**src/rtl/mips_fetch_unit.sv**
```systemverilog
// Instruction fetch unit: issues sequential word fetches, retires in-order responses into a
// {instr, pc} prefetch queue for decode; redirects flush the queue and orphan in-flight fetches.
module mips_fetch_unit #(
  parameter int                ADDR_W   = 32,
  parameter int                DEPTH    = 4,
  parameter logic [ADDR_W-1:0] RESET_PC = '0
) (
  input  logic              clock,
  input  logic              reset_n,
  output logic              imem_req,
  output logic [ADDR_W-1:0] imem_addr,
  input  logic              imem_gnt,
  input  logic              imem_rvalid,
  input  logic [31:0]       imem_rdata,
  output logic              id_valid,
  output logic [31:0]       id_instr,
  output logic [ADDR_W-1:0] id_pc,
  input  logic              id_ready,
  input  logic              redirect_valid,
  input  logic [ADDR_W-1:0] redirect_pc,
  input  logic              halt_req,
  output logic              halted
);

  localparam int PW = $clog2(DEPTH);
  localparam int CW = PW + 1;
  localparam logic [CW-1:0] DEPTH_C = CW'(DEPTH);
  localparam logic [CW:0]   DEPTH_X = (CW+1)'(DEPTH);

  typedef enum logic [1:0] {ST_RESET, ST_RUN, ST_DRAIN, ST_HALTED} state_t;

  state_t            state, state_nxt;
  logic [ADDR_W-1:0] pc;
  logic [CW-1:0]     count, live, stale, live_nxt, stale_nxt;
  logic [PW-1:0]     head, tail;
  logic [31:0]       instr_q [DEPTH];
  logic [ADDR_W-1:0] pc_q    [DEPTH];

  logic              accept, stale_ret, live_ret, push, pop;
  logic [CW:0]       occ_queue, occ_flight;
  logic [ADDR_W-1:0] rsp_addr;

  assign occ_queue  = {1'b0, count} + {1'b0, live};
  assign occ_flight = {1'b0, live} + {1'b0, stale};

  assign imem_req  = (state == ST_RUN) & ~redirect_valid & (occ_queue < DEPTH_X) & (occ_flight < DEPTH_X);
  assign imem_addr = pc;
  assign accept    = imem_req & imem_gnt;

  // Orphaned fetches drain first, so a response only belongs to the live stream once stale is empty.
  assign stale_ret = imem_rvalid & (stale != '0);
  assign live_ret  = imem_rvalid & (stale == '0) & (live != '0);
  // PC has advanced once per live request, so the oldest live fetch sits live words behind it.
  assign rsp_addr  = pc - ADDR_W'({live, 2'b00});

  assign push = live_ret & ~redirect_valid & (count != DEPTH_C);
  assign pop  = id_valid & id_ready;

  assign id_valid = (count != '0) & ~redirect_valid;
  assign id_instr = id_valid ? instr_q[head] : 32'h0;
  assign id_pc    = id_valid ? pc_q[head] : '0;
  assign halted   = (state == ST_HALTED);

  always_comb begin
    live_nxt  = live;
    stale_nxt = stale;
    if (redirect_valid) begin
      live_nxt  = '0;
      stale_nxt = stale + live - CW'(stale_ret) - CW'(live_ret);
    end else begin
      live_nxt  = live + CW'(accept) - CW'(live_ret);
      stale_nxt = stale - CW'(stale_ret);
    end
  end

  always_comb begin
    state_nxt = state;
    case (state)
      ST_RESET:  state_nxt = ST_RUN;
      ST_RUN:    if (halt_req) state_nxt = ST_DRAIN;
      ST_DRAIN: begin
        if (!halt_req)                                 state_nxt = ST_RUN;
        else if ((live_nxt == '0) && (stale_nxt == '0)) state_nxt = ST_HALTED;
      end
      ST_HALTED: if (!halt_req) state_nxt = ST_RUN;
      default:   state_nxt = ST_RESET;
    endcase
  end

  always_ff @(posedge clock or negedge reset_n) begin
    if (!reset_n) begin
      state <= ST_RESET;
      pc    <= RESET_PC;
      count <= '0;
      head  <= '0;
      tail  <= '0;
      live  <= '0;
      stale <= '0;
    end else begin
      state <= state_nxt;
      live  <= live_nxt;
      stale <= stale_nxt;
      if (redirect_valid) begin
        pc    <= redirect_pc & ~ADDR_W'(3);
        count <= '0;
        head  <= '0;
        tail  <= '0;
      end else begin
        if (accept) pc <= pc + ADDR_W'(4);
        if (push)   tail <= tail + PW'(1);
        if (pop)    head <= head + PW'(1);
        if (push && !pop)      count <= count + CW'(1);
        else if (pop && !push) count <= count - CW'(1);
      end
    end
  end

  always_ff @(posedge clock) begin
    if (push) begin
      instr_q[tail] <= imem_rdata;
      pc_q[tail]    <= rsp_addr;
    end
  end

endmodule

```
**config.mk**
```make
export PLATFORM = sky130hd
export DESIGN_NAME = mips_fetch_unit
export DESIGN_NICKNAME = d
export VERILOG_FILES = /design/src/rtl/mips_fetch_unit.sv
export SDC_FILE = /design/constraint.sdc
export NUM_CORES = 1
export LEC_CHECK = 0
export CORE_ASPECT_RATIO = 1.75
export CORE_UTILIZATION = 50
export DETAILED_ROUTE_END_ITERATION = 16
export HOLD_SLACK_MARGIN = 0.05
export PLACE_DENSITY = 0.88
export SYNTH_ARGS = -nofsm -noshare
export SYNTH_HDL_FRONTEND = slang
export SYNTH_SLANG_ARGS = --single-unit
```
**constraint.sdc**
```tcl
create_clock -name clock -period 3.7 [get_ports clock]
set_clock_uncertainty 0.1 [all_clocks]
set_input_delay 0.555 -clock clock [delete_from_list [all_inputs] [get_ports clock]]
set_output_delay 0.555 -clock clock [all_outputs]
set_load 0.01 [all_outputs]
```
### Word-level counts from Yosys, hierarchy flattened

Memory sizes are Yosys's and may differ from the RTL's.
Index checks and enable logic that the tools add are counted.

| cells by class | value |
|---|---|
| $add $sub $neg | 14 |
| order comparisons | 2 |
| equal/unequal tests | 7 |
| mux-type cells | 20 |
| bitwise gates (word level) | 12 |
| reduce and logical (&&, ||, !) cells | 17 |

Operator list:

| operator | number |
|---|---|
| $mux W32 | 4 |
| $add A32 B3 Y32 const B | 1 |
| $sub A32 B5 Y32 | 1 |
| $mux W2 | 8 |
| $mux W3 | 5 |
| $reduce_bool A3 Y1 | 4 |
| $sub A3 B1 Y3 | 4 |
| $and A1 B1 Y1 | 11 |
| $logic_not A3 Y1 | 3 |
| $add A3 B3 Y4 | 2 |
| $lt A4 B3 Y1 const B | 2 |
| $pmux W2 S4 | 1 |
| $ne A3 B3 Y1 const B | 2 |
| $reduce_bool A2 Y1 | 3 |
| $add A2 B1 Y2 const B | 2 |
| $eq A2 B2 Y1 const B | 2 |
| $ne A2 B2 Y1 const B | 2 |
| $add A3 B1 Y3 | 1 |
| $add A3 B1 Y3 const B | 1 |
| $add A3 B3 Y3 | 1 |
| $logic_and A1 B1 Y1 | 3 |
| $reduce_and A3 Y1 | 1 |
| $sub A3 B1 Y3 const B | 1 |
| $eq A2 B1 Y1 const B | 1 |
| other kinds (4) | 6 |

| storage, ports and cells | value |
|---|---|
| register bits after elaboration | 47 |
| memory bits (writable) | 256 |
| input port bits | 71 |
| output and inout port bits | 99 |
| logic and storage cells | 81 |
| memories | 2 |

Memory list:

| memory | depth | bits a word | read ports | clocked after memory_dff | write ports | line | source |
|---|---|---|---|---|---|---|---|
| instr_q | 4 | 32 | 1 | 0 | 1 | 36 | `logic [31:0] instr_q [DEPTH];` |
| pc_q | 4 | 32 | 1 | 0 | 1 | 37 | `logic [ADDR_W-1:0] pc_q [DEPTH];` |

### Logic depth before layout (Yosys ltp)

| logic depth | value |
|---|---|
| depth in word-level cells | 13 |
| mapped depth | 15 |
| depth with buffers taken out | 15 |

### Least setup slack after synthesis

Ideal clock, no wire load.

| timing | value |
|---|---|
| kind | register to register |
| start point | reg stale[0] |
| end point | reg state[0] |
| setup time | 0.094 ns |
| data arrival time | 3.504 ns |
| required time | 3.506 ns |
| setup slack | 0.002 ns |
| cell stages (with the launch flop) | 14 |
| buffers on the path | 0 |
| clock period less this slack | 3.698 ns |
| cells stage by stage | dfrtp_1 nor3_1 o311ai_2 fa_1 inv_1 fa_1 inv_1 ha_1 fa_1 xnor3_1 mux2i_1 o41a_1 o211a_1 a211oi_1 |

| on the way | value |
|---|---|
| elaborated cells on any way between the ends | 22 |
| classes of those cells | 7 x add/sub; 1 x order compare; 1 x eq/ne; 2 x mux; 5 x bitwise; 6 x reduce/logical |

RTL lines:

| what | line | source |
|---|---|---|
| start, declared | 34 | `logic [CW-1:0] count, live, stale, live_nxt, stale_nxt;` |
| start signal, assigned | 102 | `stale <= stale_nxt;` |
| branches (longest 4 deep; another with $add A3 B3 Y3) | n/a |  |
| $mux W3 * | 67 | `if (redirect_valid) begin` |
| named net stale_nxt[2] | 34 |  |
| $logic_not A3 Y1 * | 83 | `else if ((live_nxt == '0) && (stale_nxt == '0)) state_nxt = ST_HALTED;` |
| $logic_and A1 B1 Y1 * | 83 |  |
| $ne A3 B3 Y1 (no source line) * | n/a |  |
| $reduce_and A3 Y1 (no source line) * | n/a |  |
| end signal, assigned | 100 | `state <= state_nxt;` |
| end, declared | 32 | `state_t state, state_nxt;` |

Mark *: on every way through the listed nets, which the timed path passes.
A chain may end at the register's enable or synchronous reset.

### Worst setup path after layout

| timing | value |
|---|---|
| start point | reg stale[1] |
| end point | reg state[0] |

Same word-level chain as after synthesis.

==> reports/metrics.csv <==
metric,value,unit
status,finished with violations,
violations,setup timing,
drv_cap,0,
io-pin-count,170,
core,25860,sq um
use_met1,23.75,%
worstSkewPairLatency,0.54,ns
nets,1105,
synth_top_flop_cell,edfxtp_1,
r2r-end,state[0],
period_needed,3.767,ns
fill_cells,1845,
route.detailed.drc,0,
asyncSetResetFlopFracSynth,15.36,%
worst_ep_arrival_time,4.12,ns
finalWeightedCongestion,0.8540,
avgViaCountPerCell,5.717,
power_density,475.3,nW/um^2
required,4.06,ns
total_power,7.700,mW
synth-seq-cells,293,
cp.buffers_inverters,2,
finalMaxSlewViolations,0,
grt_use_total,21.09,%
antenna_cells,0,
holdWs,0.4622,ns
die_height,216.6,um
grt_pass1_wl,43860,um
post-synth-top-count-cell,edfxtp_1,
io_buffers,163,
cts.htree.levels,1,
fin_ws,-0.06674,ns
die_area,26980,sq um
cts_tree,yes,
first_pass_iters,4,
avgSynthCellArea,15.83,sq um
reg2regPathDepth,13,
register_area,8578,sq um
synth_edf_count,248,
final_antenna_net_count,0,
grt_pass1_vias,8100,
grt_overflow,0,
synth-seq-area-share,65.18,%
netlist.area_leader.share,56.62,%
slowest_stage,fa_1,
cellLeakagePower,5.553,nW
dp_hpwl,18150,um
max_slew_margin,39.94,%
yosys-top-cells-count,"248 x edfxtp_1, 71 x and2_1, 63 x mux4_2",
synth.largest_area_cell,edfxtp_1,
hp-class,in -> reg,
setup_viol,1,
end_kind,register,
clkSinkCount,293,
use_met3,2.000,%
dieWidth,124.6,um
crit_family,adder cells,
num_rows,78,
ir_drop,0.0003906,V
cts_buffers,26,
fin_tns_setup,-0.06674,ns
path_class,reg -> reg,
busiest_layer,met2,
clockRootBuffer,clkbuf_16,
grt_max_degree,63,
path_cells,nor3_2 -> o311ai_2 -> fa_1 -> inv_1 -> fa_1 -> inv_1 -> ha_2 -> fa_1 -> nor2b_1 -> a21oi_2 -> o41a_1 -> o211a_1 -> a211oi_2,
dp.cells,1294,
fin_area,16200,sq um
fin_crit_sh,101.8,%
synth.area.top_cells,"edfxtp_1 57%, mux4_2 11%, dfrtp_1 8.6%",
gr-usage-met2,40.50,%
worst_path_most_repeated_cell,fa_1,
rrSetupSlack,-0.07,ns
cp_max_fo,3,
drt_iter0_drc,450,
ys_types,65,
syn_area,13150,sq um
r2r_start,stale[1],
via_count,7701,
hold_violations,0,
clkTransAtPathRegs,0.06,ns
hold_start,redirect_pc[18],
synth_cells,831,
rsz0062_at_grt,yes,
drive_gt1_share,17.43,%
grt_antenna_before_repair,0,
min_path_cells,3,
crit_path_start_kind,register,
min_to,imem_addr[18],
wl,28190,um
wl_per_cell,20.93,um
cts_buffer_depth,3,
tightestPinTransition,0.9009,ns
postPlaceCellArea,15250,sq um
slowest_delay,0.53,ns
multi_input_area,4298,sq um
area_growth_syn_to_layout,23.17,%
final_cells,1347,
start_util,50.86,%
yosysWarnings,0,
fmax,265.5,MHz
==> registers in the layout, indices dropped and copies added, names as in the netlist, 3 cells and up <==
register / flops
imem_addr: 30
pc_q: 120
instr_q: 128
stale: 3
live: 3
count: 3
==> layer usage <==
layer,share of wire [%],up-vias
met5,0,-
met1,36,3919
met2,56,236
li1,-,3481
met3,4.2,65
met4,3.2,0
==> timing repair <==
item / in CTS / in global routing
resized for setup: 11 / 4
hold endpoints to repair: 17 / 0
pin swaps: 5 / 4
setup endpoints to repair: 1 / 2
hold buffers: 1 / 0
buffers inserted: 2 / 2
==> report_power, final <==
group / switching [mW] / internal, mW
Clock: 1.16 / 1.47
Combinational: 0.601 / 0.609
Sequential: 0.146 / 3.71
Total: 1.91 / 5.79
==> tightest hold or removal path, cell delays in order <==
cell             delay [ns]
clkdlybuf4s50_1        0.40
nand2_1                0.07
nand2_1                0.04
==> cells by family after synthesis <==
kind of cell / after synthesis / synth area share, %
muxes: 69 / 11.25
xor gates and xnor gates: 56 / 4.167
DFF: 293 / 65.18
AOI/OAI and AO/OA: 61 / 3.234
other: 1 / 0.02851
and+or+nand+nor: 236 / 10.30
buffers and inverters: 88 / 2.920
adders and majority gates: 27 / 2.911
==> cell usage in the layout, fill, tap and decap left out, types with 4 or more instances in the layout <==
cell	netlist	layout
nand3_1	16	16
mux4_2	63	63
mux2i_1	5	5
xnor2_1	25	25
dfrtp_1	45	43
clkinvlp_4	0	4
nand4b_1	4	4
and2_1	71	67
buf_12	0	5
nor2b_1	5	5
clkdlybuf4s50_1	0	161
clkinv_2	0	5
conb_1	1	4
buf_4	5	30
xnor2_2	4	4
o211ai_1	5	5
ha_1	21	16
edfxtp_1	248	248
o21ai_0	27	27
a21oi_1	5	4
nand3b_1	4	4
nand4_1	18	18
o311ai_0	4	4
nor3_1	13	12
fa_1	6	6
or3_1	5	5
inv_1	32	32
nand2_1	51	51
and2_2	0	4
clkbuf_1	29	6
clkbuf_16	0	27
xor2_1	25	25
nor2_1	23	21
==> per-stage QoR <==
stage          setup slack [ns]  util, %
2_1_floorplan          0.001733        -
3_3_place_gp            -0.4308    58.95
3_5_place_dp            -0.5437    58.95
4_1_cts                -0.01939    62.49
5_1_grt                 -0.2169    62.64
6_report               -0.06674    62.64
==> cell type report <==
type	count	area share, %
flip-flops and latches	293	52.95
multi-input cells	453	26.53
repair buffers	200	12.15
clock buffers	36	4.564
well taps	320	2.471
inverters	33	0.7723
clock inverters	12	0.5638
==> worst max-delay path by stage <==
stage / start / to / slack, ns / cells after the start
after floorplan: stale[0] / state[0] / 0.002 / 13
after global placement: imem_rvalid / state[0] / -0.43 / 13
after detailed placement: imem_rvalid / state[0] / -0.54 / 13
after CTS: live[2] / state[0] / -0.02 / 13
after global routing: state[1] / state[0] / -0.22 / 15
final: stale[1] / state[0] / -0.07 / 13
Power figures use the tool's default switching activity.
